==> config.mk <==
export PLATFORM = sky130hd
export DESIGN_NAME = dmem_arbiter_flat
export DESIGN_NICKNAME = d
export VERILOG_FILES = /design/src/rtl/dmem_arbiter_if.sv /design/src/rtl/dmem_arbiter.sv /design/src/flat_wrapper.sv
export SDC_FILE = /design/constraint.sdc
export NUM_CORES = 1
export LEC_CHECK = 0
export CORE_UTILIZATION = 38
export DETAILED_ROUTE_END_ITERATION = 7
export GPL_TIMING_DRIVEN = 0
export PLACE_DENSITY = 0.8
export SYNTH_ARGS = -nofsm -noshare
export SYNTH_HDL_FRONTEND = slang
export SYNTH_SLANG_ARGS = --single-unit
==> constraint.sdc <==
create_clock -name clk -period 1.7 [get_ports clk]
set_input_delay 0.17 -clock clk [delete_from_list [all_inputs] [get_ports clk]]
set_output_delay 0.17 -clock clk [all_outputs]
set_load 0.05 [all_outputs]
==> src/rtl/dmem_arbiter_if.sv <==
// Requester-side bus of dmem_arbiter: one request (read or write) plus its read response.
// The requester holds the master modport, the arbiter the slave modport.
interface dmem_arbiter_if #(
    parameter int ADDR_W = 4,
    parameter int DATA_W = 8
);
    logic              valid;
    logic              we;
    logic [ADDR_W-1:0] addrA;
    logic [ADDR_W-1:0] addrB;
    logic [DATA_W-1:0] wdata;
    logic              ready;
    logic              rspValid;
    logic [DATA_W-1:0] rspDataA;
    logic [DATA_W-1:0] rspDataB;

    modport master (
        output valid, we, addrA, addrB, wdata,
        input  ready, rspValid, rspDataA, rspDataB
    );

    modport slave (
        input  valid, we, addrA, addrB, wdata,
        output ready, rspValid, rspDataA, rspDataB
    );
endinterface

==> src/rtl/dmem_arbiter.sv <==
// Two-requester round-robin controller for a 16x8 data memory with one write port and two
// combinational read ports; sweeps the memory to zero after reset or on clear_req.
module dmem_arbiter #(
    parameter int ADDR_W = 4,
    parameter int DATA_W = 8
) (
    input  logic              clk,
    input  logic              reset,
    input  logic              clear_req,
    output logic              busy,
    dmem_arbiter_if.slave     req0,
    dmem_arbiter_if.slave     req1,
    output logic              mem_we,
    output logic [ADDR_W-1:0] mem_waddr,
    output logic [DATA_W-1:0] mem_wdata,
    output logic [ADDR_W-1:0] mem_raddr1,
    output logic [ADDR_W-1:0] mem_raddr2,
    input  logic [DATA_W-1:0] mem_rdata1,
    input  logic [DATA_W-1:0] mem_rdata2
);

    localparam logic [0:0]        ST_CLEAR  = 1'b0;
    localparam logic [0:0]        ST_SERVE  = 1'b1;
    localparam logic [ADDR_W-1:0] LAST_ADDR = '1;

    logic [0:0]        state;
    logic [ADDR_W-1:0] clearCnt;
    logic              lastGrant;
    logic              serving;
    logic              grant0;
    logic              grant1;
    logic              selWe;
    logic [ADDR_W-1:0] selAddrA;
    logic [ADDR_W-1:0] selAddrB;
    logic [DATA_W-1:0] selWdata;

    assign busy    = (state == ST_CLEAR);
    assign serving = (state == ST_SERVE) && !clear_req;

    // A lone requester always wins; on a tie the one that did not win last time goes.
    assign grant0 = serving && req0.valid && (!req1.valid || lastGrant);
    assign grant1 = serving && req1.valid && (!req0.valid || !lastGrant);

    assign req0.ready = grant0;
    assign req1.ready = grant1;

    always_comb begin
        selWe    = req0.we;
        selAddrA = req0.addrA;
        selAddrB = req0.addrB;
        selWdata = req0.wdata;
        if (grant1) begin
            selWe    = req1.we;
            selAddrA = req1.addrA;
            selAddrB = req1.addrB;
            selWdata = req1.wdata;
        end
    end

    // The clear sweep owns the write port; otherwise the granted requester drives the ports.
    always_comb begin
        mem_we     = 1'b0;
        mem_waddr  = '0;
        mem_wdata  = '0;
        mem_raddr1 = '0;
        mem_raddr2 = '0;
        if (state == ST_CLEAR) begin
            mem_we    = 1'b1;
            mem_waddr = clearCnt;
        end else if (grant0 || grant1) begin
            if (selWe) begin
                mem_we    = 1'b1;
                mem_waddr = selAddrA;
                mem_wdata = selWdata;
            end else begin
                mem_raddr1 = selAddrA;
                mem_raddr2 = selAddrB;
            end
        end
    end

    always_ff @(posedge clk or negedge reset) begin
        if (!reset) begin
            state     <= ST_CLEAR;
            clearCnt  <= '0;
            lastGrant <= 1'b1;
        end else begin
            case (state)
                ST_CLEAR: begin
                    clearCnt <= clearCnt + 1'b1;
                    if (clearCnt == LAST_ADDR) begin
                        state <= ST_SERVE;
                    end
                end
                default: begin
                    if (clear_req) begin
                        state    <= ST_CLEAR;
                        clearCnt <= '0;
                    end
                end
            endcase
            if (grant0) begin
                lastGrant <= 1'b0;
            end else if (grant1) begin
                lastGrant <= 1'b1;
            end
        end
    end

    // Read data is captured at the end of the grant cycle and held until the next response.
    always_ff @(posedge clk or negedge reset) begin
        if (!reset) begin
            req0.rspValid <= 1'b0;
            req0.rspDataA <= '0;
            req0.rspDataB <= '0;
        end else begin
            req0.rspValid <= grant0 && !req0.we;
            if (grant0 && !req0.we) begin
                req0.rspDataA <= mem_rdata1;
                req0.rspDataB <= mem_rdata2;
            end
        end
    end

    always_ff @(posedge clk or negedge reset) begin
        if (!reset) begin
            req1.rspValid <= 1'b0;
            req1.rspDataA <= '0;
            req1.rspDataB <= '0;
        end else begin
            req1.rspValid <= grant1 && !req1.we;
            if (grant1 && !req1.we) begin
                req1.rspDataA <= mem_rdata1;
                req1.rspDataB <= mem_rdata2;
            end
        end
    end

endmodule

==> src/flat_wrapper.sv <==
// flat-port wrapper written by rule: the top's interface ports become plain ports
module dmem_arbiter_flat 
#(
    parameter int ADDR_W = 4,
    parameter int DATA_W = 8
)
  (clk, reset, clear_req, busy, mem_we, mem_waddr, mem_wdata, mem_raddr1, mem_raddr2, mem_rdata1, mem_rdata2, req0_valid, req0_we, req0_addrA, req0_addrB, req0_wdata, req0_ready, req0_rspValid, req0_rspDataA, req0_rspDataB, req1_valid, req1_we, req1_addrA, req1_addrB, req1_wdata, req1_ready, req1_rspValid, req1_rspDataA, req1_rspDataB);
  dmem_arbiter_if #(.ADDR_W(ADDR_W), .DATA_W(DATA_W)) req0_i ();
  dmem_arbiter_if #(.ADDR_W(ADDR_W), .DATA_W(DATA_W)) req1_i ();
  input  logic clk;
  input  logic reset;
  input  logic clear_req;
  output logic busy;
  output logic mem_we;
  output logic [ADDR_W-1:0] mem_waddr;
  output logic [DATA_W-1:0] mem_wdata;
  output logic [ADDR_W-1:0] mem_raddr1;
  output logic [ADDR_W-1:0] mem_raddr2;
  input  logic [DATA_W-1:0] mem_rdata1;
  input  logic [DATA_W-1:0] mem_rdata2;
  input wire logic [$bits(req0_i.valid)-1:0] req0_valid;
  input wire logic [$bits(req0_i.we)-1:0] req0_we;
  input wire logic [$bits(req0_i.addrA)-1:0] req0_addrA;
  input wire logic [$bits(req0_i.addrB)-1:0] req0_addrB;
  input wire logic [$bits(req0_i.wdata)-1:0] req0_wdata;
  output wire logic [$bits(req0_i.ready)-1:0] req0_ready;
  output wire logic [$bits(req0_i.rspValid)-1:0] req0_rspValid;
  output wire logic [$bits(req0_i.rspDataA)-1:0] req0_rspDataA;
  output wire logic [$bits(req0_i.rspDataB)-1:0] req0_rspDataB;
  input wire logic [$bits(req1_i.valid)-1:0] req1_valid;
  input wire logic [$bits(req1_i.we)-1:0] req1_we;
  input wire logic [$bits(req1_i.addrA)-1:0] req1_addrA;
  input wire logic [$bits(req1_i.addrB)-1:0] req1_addrB;
  input wire logic [$bits(req1_i.wdata)-1:0] req1_wdata;
  output wire logic [$bits(req1_i.ready)-1:0] req1_ready;
  output wire logic [$bits(req1_i.rspValid)-1:0] req1_rspValid;
  output wire logic [$bits(req1_i.rspDataA)-1:0] req1_rspDataA;
  output wire logic [$bits(req1_i.rspDataB)-1:0] req1_rspDataB;
  assign req0_i.valid = req0_valid;
  assign req0_i.we = req0_we;
  assign req0_i.addrA = req0_addrA;
  assign req0_i.addrB = req0_addrB;
  assign req0_i.wdata = req0_wdata;
  assign req0_ready = req0_i.ready;
  assign req0_rspValid = req0_i.rspValid;
  assign req0_rspDataA = req0_i.rspDataA;
  assign req0_rspDataB = req0_i.rspDataB;
  assign req1_i.valid = req1_valid;
  assign req1_i.we = req1_we;
  assign req1_i.addrA = req1_addrA;
  assign req1_i.addrB = req1_addrB;
  assign req1_i.wdata = req1_wdata;
  assign req1_ready = req1_i.ready;
  assign req1_rspValid = req1_i.rspValid;
  assign req1_rspDataA = req1_i.rspDataA;
  assign req1_rspDataB = req1_i.rspDataB;
  dmem_arbiter #(.ADDR_W(ADDR_W), .DATA_W(DATA_W)) u_core (.clk(clk), .reset(reset), .clear_req(clear_req), .busy(busy), .req0(req0_i), .req1(req1_i), .mem_we(mem_we), .mem_waddr(mem_waddr), .mem_wdata(mem_wdata), .mem_raddr1(mem_raddr1), .mem_raddr2(mem_raddr2), .mem_rdata1(mem_rdata1), .mem_rdata2(mem_rdata2));
endmodule
Word-level counts from Yosys, hierarchy flattened:

Index checks and enable logic that the tools add are counted.

* flip-flop bits (word level): 40
* logic and storage cells: 56
* output and inout bits: 58
* input bits: 55

* equal/unequal tests: 2
* add/subtract/negate cells: 1
* multiplexer cells: 26
* reduce and logical (&&, ||, !) cells: 17
* bitwise logic cells: 1

Operators by type and width (number)
* $mux W4: 13
* $mux W8: 4
* $mux W1: 9
* $logic_and A1 B1 Y1: 7
* $logic_not A1 Y1: 6
* $add A4 B1 Y4 const B: 1
* $eq A4 B4 Y1 const B: 1
* $logic_or A1 B1 Y1: 3
* $ne A2 B2 Y1 const B: 1
* $reduce_bool A2 Y1: 1
* $not A1 Y1: 1

Depth between registers and ports, before layout:

* word-level depth: 8
* mapped depth: 5
* depth with buffers taken out: 4

Worst setup path before layout:

Ideal clock, no wire load.

* path type: register to output
* start: register u_core.lastGrant
* end: output mem_waddr[2]
* stages on the path, launching flop included: 5
* arrival time: 2.195 ns
* setup slack: -0.665 ns
* data required time: 1.530 ns
* buffers on the path: 1
* path through: dfstp_2 nor2b_2 a2bb2oi_1 buf_2 o31ai_1

* word-level cells in the longest chain between the ends: 7
* elaborated cells on any way between the ends: 11
* those cells by class: mux (5); reduce/logical (6)

RTL lines
* start, declared: RTL line dmem_arbiter.sv:28 `logic lastGrant;`
* start signal, assigned: RTL line dmem_arbiter.sv:86 `lastGrant <= 1'b1;`
* start signal, assigned: RTL line dmem_arbiter.sv:103 `lastGrant <= 1'b0;`
* start signal, assigned: RTL line dmem_arbiter.sv:105 `lastGrant <= 1'b1;`
* $logic_not A1 Y1: RTL line dmem_arbiter.sv:42 `assign grant1 = serving && req1.valid && (!req0.valid || !lastGrant);`
* $logic_or A1 B1 Y1: RTL line dmem_arbiter.sv:42
* $logic_and A1 B1 Y1: RTL line dmem_arbiter.sv:42
* $mux W4 / $mux W1 (equally long branches): RTL line dmem_arbiter.sv:52 `if (grant1) begin`
* $mux W4: RTL line dmem_arbiter.sv:71 `if (selWe) begin`
* $mux W4 (*): RTL line dmem_arbiter.sv:70 `end else if (grant0 || grant1) begin`
* $mux W4 (*): RTL line dmem_arbiter.sv:67 `if (state == ST_CLEAR) begin`
* end, declared: RTL line flat_wrapper.sv:15 `output logic [ADDR_W-1:0] mem_waddr;`

Every way passes the cells marked *; elsewhere a longest branch is shown, timed or not.

Worst setup path in the final report:

Ends and elaborated chain as after synthesis.

==> results.sh <==
export IMPL_syn_instance_count=145
export IMPL_post_drt_wl_per_cell_um=17.6
export IMPL_areaGrowthSynthToFinish_pct=93.0
export IMPL_failed_checks="hold timing, setup timing"
export IMPL_worstHoldPathType="primary input to asynchronous set/reset pin"
export IMPL_max_slew_worst_pin_slew_ns=0.877
export IMPL_netlist_top_cells_area="dfrtp_1 (50%), mux2_2 (12%), mux2_4 (7.7%)"
export IMPL_drv_slew=0
export IMPL_grt_antenna_before_repair=0
export IMPL_setup_worst_path_start_class="flip-flop"
export IMPL_worst_setup_path_type="flip-flop to primary output"
export IMPL_detailedPlacementHpwl_mm=3.95
export IMPL_dieArea_mm2=0.00544
export IMPL_wl_mm=6.06
export IMPL_dpl_cell_area_mm2=0.00332
export IMPL_clock_skew_ns=0.00654
export IMPL_area_share_of_the_largest_cell_type_after_synthesis_pct=49.9
export IMPL_power_ir_vdd_worst_mv=1.42
export IMPL_grt_max_degree=41
export IMPL_clock_tree_root_cell="clkbuf_8"
export IMPL_post_route_cells_drive_above_1_share_pct=43.0
export IMPL_timing_max_cap_violations=0
export IMPL_clk_transition_reported_paths_ns=0.08
export IMPL_portBuffers=112
export IMPL_timing_critical_path_fanout_max=5
export IMPL_synth_top_cell_by_area="dfrtp_1"
export IMPL_endpoint_of_the_worst_setup_timing_path="mem_waddr[2]"
export IMPL_gr_total_overflow=0
export IMPL_postSynthAreaPerCell_um2=13.5
export IMPL_io_pins=113
export IMPL_yosysSeqAreaShare_pct=51.2
export IMPL_run_status="finished with violations"
export IMPL_setup_viol_count_final=21
export IMPL_detailedRoute_firstIterationViolations=44
export IMPL_gp_routability_congestion=0.784
export IMPL_cts_max_path_buffers=2
export IMPL_finalHoldViolations=15
export IMPL_die_w_um=73.8
export IMPL_final_setup_tns_ns=-3.24
export IMPL_core_rowCount=25
export IMPL_antenna_diode_count=0
export IMPL_dr_total_vias=1713
export IMPL_grt_pass1_wl_mm=8.71
export IMPL_reg2reg_to="u_core.req0.rspDataB[5]$_DFFE_PN0P_"
export IMPL_worstReg2RegStart="u_core.lastGrant$_DFFE_PN1N_"
export IMPL_ant_nets=0
export IMPL_syn_num_nets=201
export IMPL_synth_top_flop_cell="dfrtp_1"
export IMPL_postSynth_asyncResetShare_pct=100
export IMPL_final_cell_area_excluding_filler_cells_mm2=0.00378
export IMPL_first_global_vias=1778
export IMPL_critPathRequiredTime_ns=1.53
export IMPL_ff2ff_path_depth=5
export IMPL_crit_start="u_core.lastGrant$_DFFE_PN1N_"
export IMPL_relSlewSlack_pct=41.5
export IMPL_count_of_clock_tree_sinks=40
export IMPL_drc=0
export IMPL_fin_crit_sh_pct=115
export IMPL_number_of_filler_cells_placed_in_the_layout=279
export IMPL_period_minus_slack_ns=1.95
export IMPL_yosysUniqueCellTypes=34
export IMPL_rsz0062_at_grt="yes"
export IMPL_timing_reg2reg_setup_slack_ns=0.06
export IMPL_die_h_um=73.8
export IMPL_detail_route_first_pass_iterations=4
export IMPL_whs_ns=-0.0109
export IMPL_dp_slack_ns=-1.01
export IMPL_synth_edf_count=0
export IMPL_fmax_mhz=514
export IMPL_finalPower_w=0.00592
export IMPL_synth_warning_count=0
export IMPL_cts_buffers=5
export IMPL_cts_tree="done"
export IMPL_clkLatencyLatePin_ns=0.29
export IMPL_synth_ff_latch_count=40
export IMPL_initial_utilization_pct=40.4
export IMPL_grt_total_usage_pct=21.4
export IMPL_placeableCoreArea_mm2=0.00485
export IMPL_power_static_leakage_nw=1.71
export IMPL_setup_worst_path_end_class="primary output"
export IMPL_critPathArrivalTime_ns=1.78
export IMPL_detail_route_vias_per_cell=4.98
export IMPL_areal_power_density_over_the_cells_mw_per_mm2=1570
export IMPL_synthesis_area_mm2=0.00196
export IMPL_post_route_worst_setup_slack_ns=-0.247
export IMPL_finalNetCount=332
export IMPL_ctsHtreeMaxLevel=2
[per-layer routing]
layer | up-vias | GRT usage, % | routed length [um]
met1 | 825 | 27.0 | 2650
met5 | - | 0 | 0
met4 | 0 | 6.41 | 70
li1 | 797 | - | -
met3 | 7 | 6.45 | 431
met2 | 84 | 35.5 | 2910
[metrics by stage]
step                util, %  instances  hold slack, ns
floorplan                 -        145          -0.126
global placement       68.5        324           0.480
detailed placement     68.4        324           0.340
CTS                    75.6        342          0.0190
global route           77.9        344          0.0660
finish                 77.9        344         -0.0109
[repair_timing]
action                                  in CTS  in global routing
endpoints found under the setup margin      36                 37
cloned                                       2                  1
hold buffers                                 0                  0
gates resized for setup                    194                 22
buffers inserted                             9                  2
pin swaps                                   10                 11
[placed cells by master, fill, tap and decap left out, types with 2 or more instances in the layout]
master           instances
mux2i_2                  6
a22o_4                   8
buf_12                   4
buf_4                    8
inv_1                    4
dlygate4sd2_1            3
mux2_2                  11
nand2_1                  6
mux2i_1                  6
o32ai_2                  3
o21ai_0                  3
clkdlybuf4s50_1         85
o22ai_1                  2
buf_6                   19
xnor2_1                  2
buf_8                    8
nor3_4                   9
nand3b_1                 2
clkinv_2                 2
buf_2                    2
mux2_4                  20
dfrtp_1                 39
clkbuf_16                2
clkbuf_8                 6
[logic make-up (layout without fill, tap and decap cells)]
family / count (synthesis) / after routing / synth area share, %
adders and majority gates: 1 / 1 / 0.639
muxes: 44 / 44 / 26.5
buffers and inverters: 13 / 145 / 4.79
DFF: 40 / 40 / 51.2
AOI/OAI and AO/OA: 22 / 22 / 9.34
and+or+nand+nor: 23 / 23 / 6.65
xor gates and xnor gates: 2 / 2 / 0.895
[flip-flops by register name (all words and copies together), names as in the netlist]
signal / count
u_core.lastGrant: 1
u_core.req0.rspValid: 1
u_core.req1.rspDataB: 8
u_core.state: 1
u_core.req1.rspValid: 1
u_core.req1.rspDataA: 8
u_core.req0.rspDataB: 8
u_core.clearCnt: 4
u_core.req0.rspDataA: 8
[cells in the mapped netlist (all sizes together), types with 2 or more instances]
cell,number
nand3b,2
inv,5
a22o,8
o32ai,3
o21ai,4
xnor2,2
mux2,32
mux2i,12
o22ai,2
buf,7
nand2,6
nor3,9
dfrtp,39
nor2b,2
[critical path: stages, from the launching register on]
cell	delay [ns]
dfstp_2	0.61
nor2b_4	0.08
a2bb2oi_4	0.18
buf_12	0.16
o31ai_4	0.25
buf_6	0.19
[worst min path at each step]
| stage | start | end | slack (ns) | cells past startpoint |
|---|---|---|---|---|
| 5_1_grt | reset | u_core.req1.rspDataA[2]$_DFFE_PN0P_ | 0.07 | 1 |
| 2_1_floorplan | reset | u_core.clearCnt[0]$_DFFE_PN0P_ | -0.13 | 0 |
| 4_1_cts | reset | u_core.req0.rspValid$_DFF_PN0_ | 0.02 | 1 |
| 3_5_place_dp | reset | u_core.req0.rspDataA[0]$_DFFE_PN0P_ | 0.34 | 1 |
| 6_report | reset | u_core.req0.rspDataA[7]$_DFFE_PN0P_ | -0.01 | 1 |
| 3_3_place_gp | u_core.req1.rspDataA[1]$_DFFE_PN0P_ | u_core.req1.rspDataA[1]$_DFFE_PN0P_ | 0.48 | 1 |
[where the power goes]
part	leakage (nW)	switching [W]	total, W	internal (W)
logic	1.14	0.00220	0.00370	0.00150
clock network	0.0479	0.000332	0.000617	0.000286
registers	0.521	0.000254	0.00160	0.00134
[area by class of cell]
cell class                      instances  area [um2]  area share, %
Buffer                                  7         113           2.98
Clock inverter                          3        18.8          0.497
Inverter                                5        21.3          0.563
Sequential cell                        40        1000           26.5
Tap cell                               67        83.8           2.22
Clock buffer                            5        68.8           1.82
Timing Repair Buffer                  125        1310           34.8
Multi-Input combinational cell         92        1160           30.6
Power figures use the tool's default switching activity.
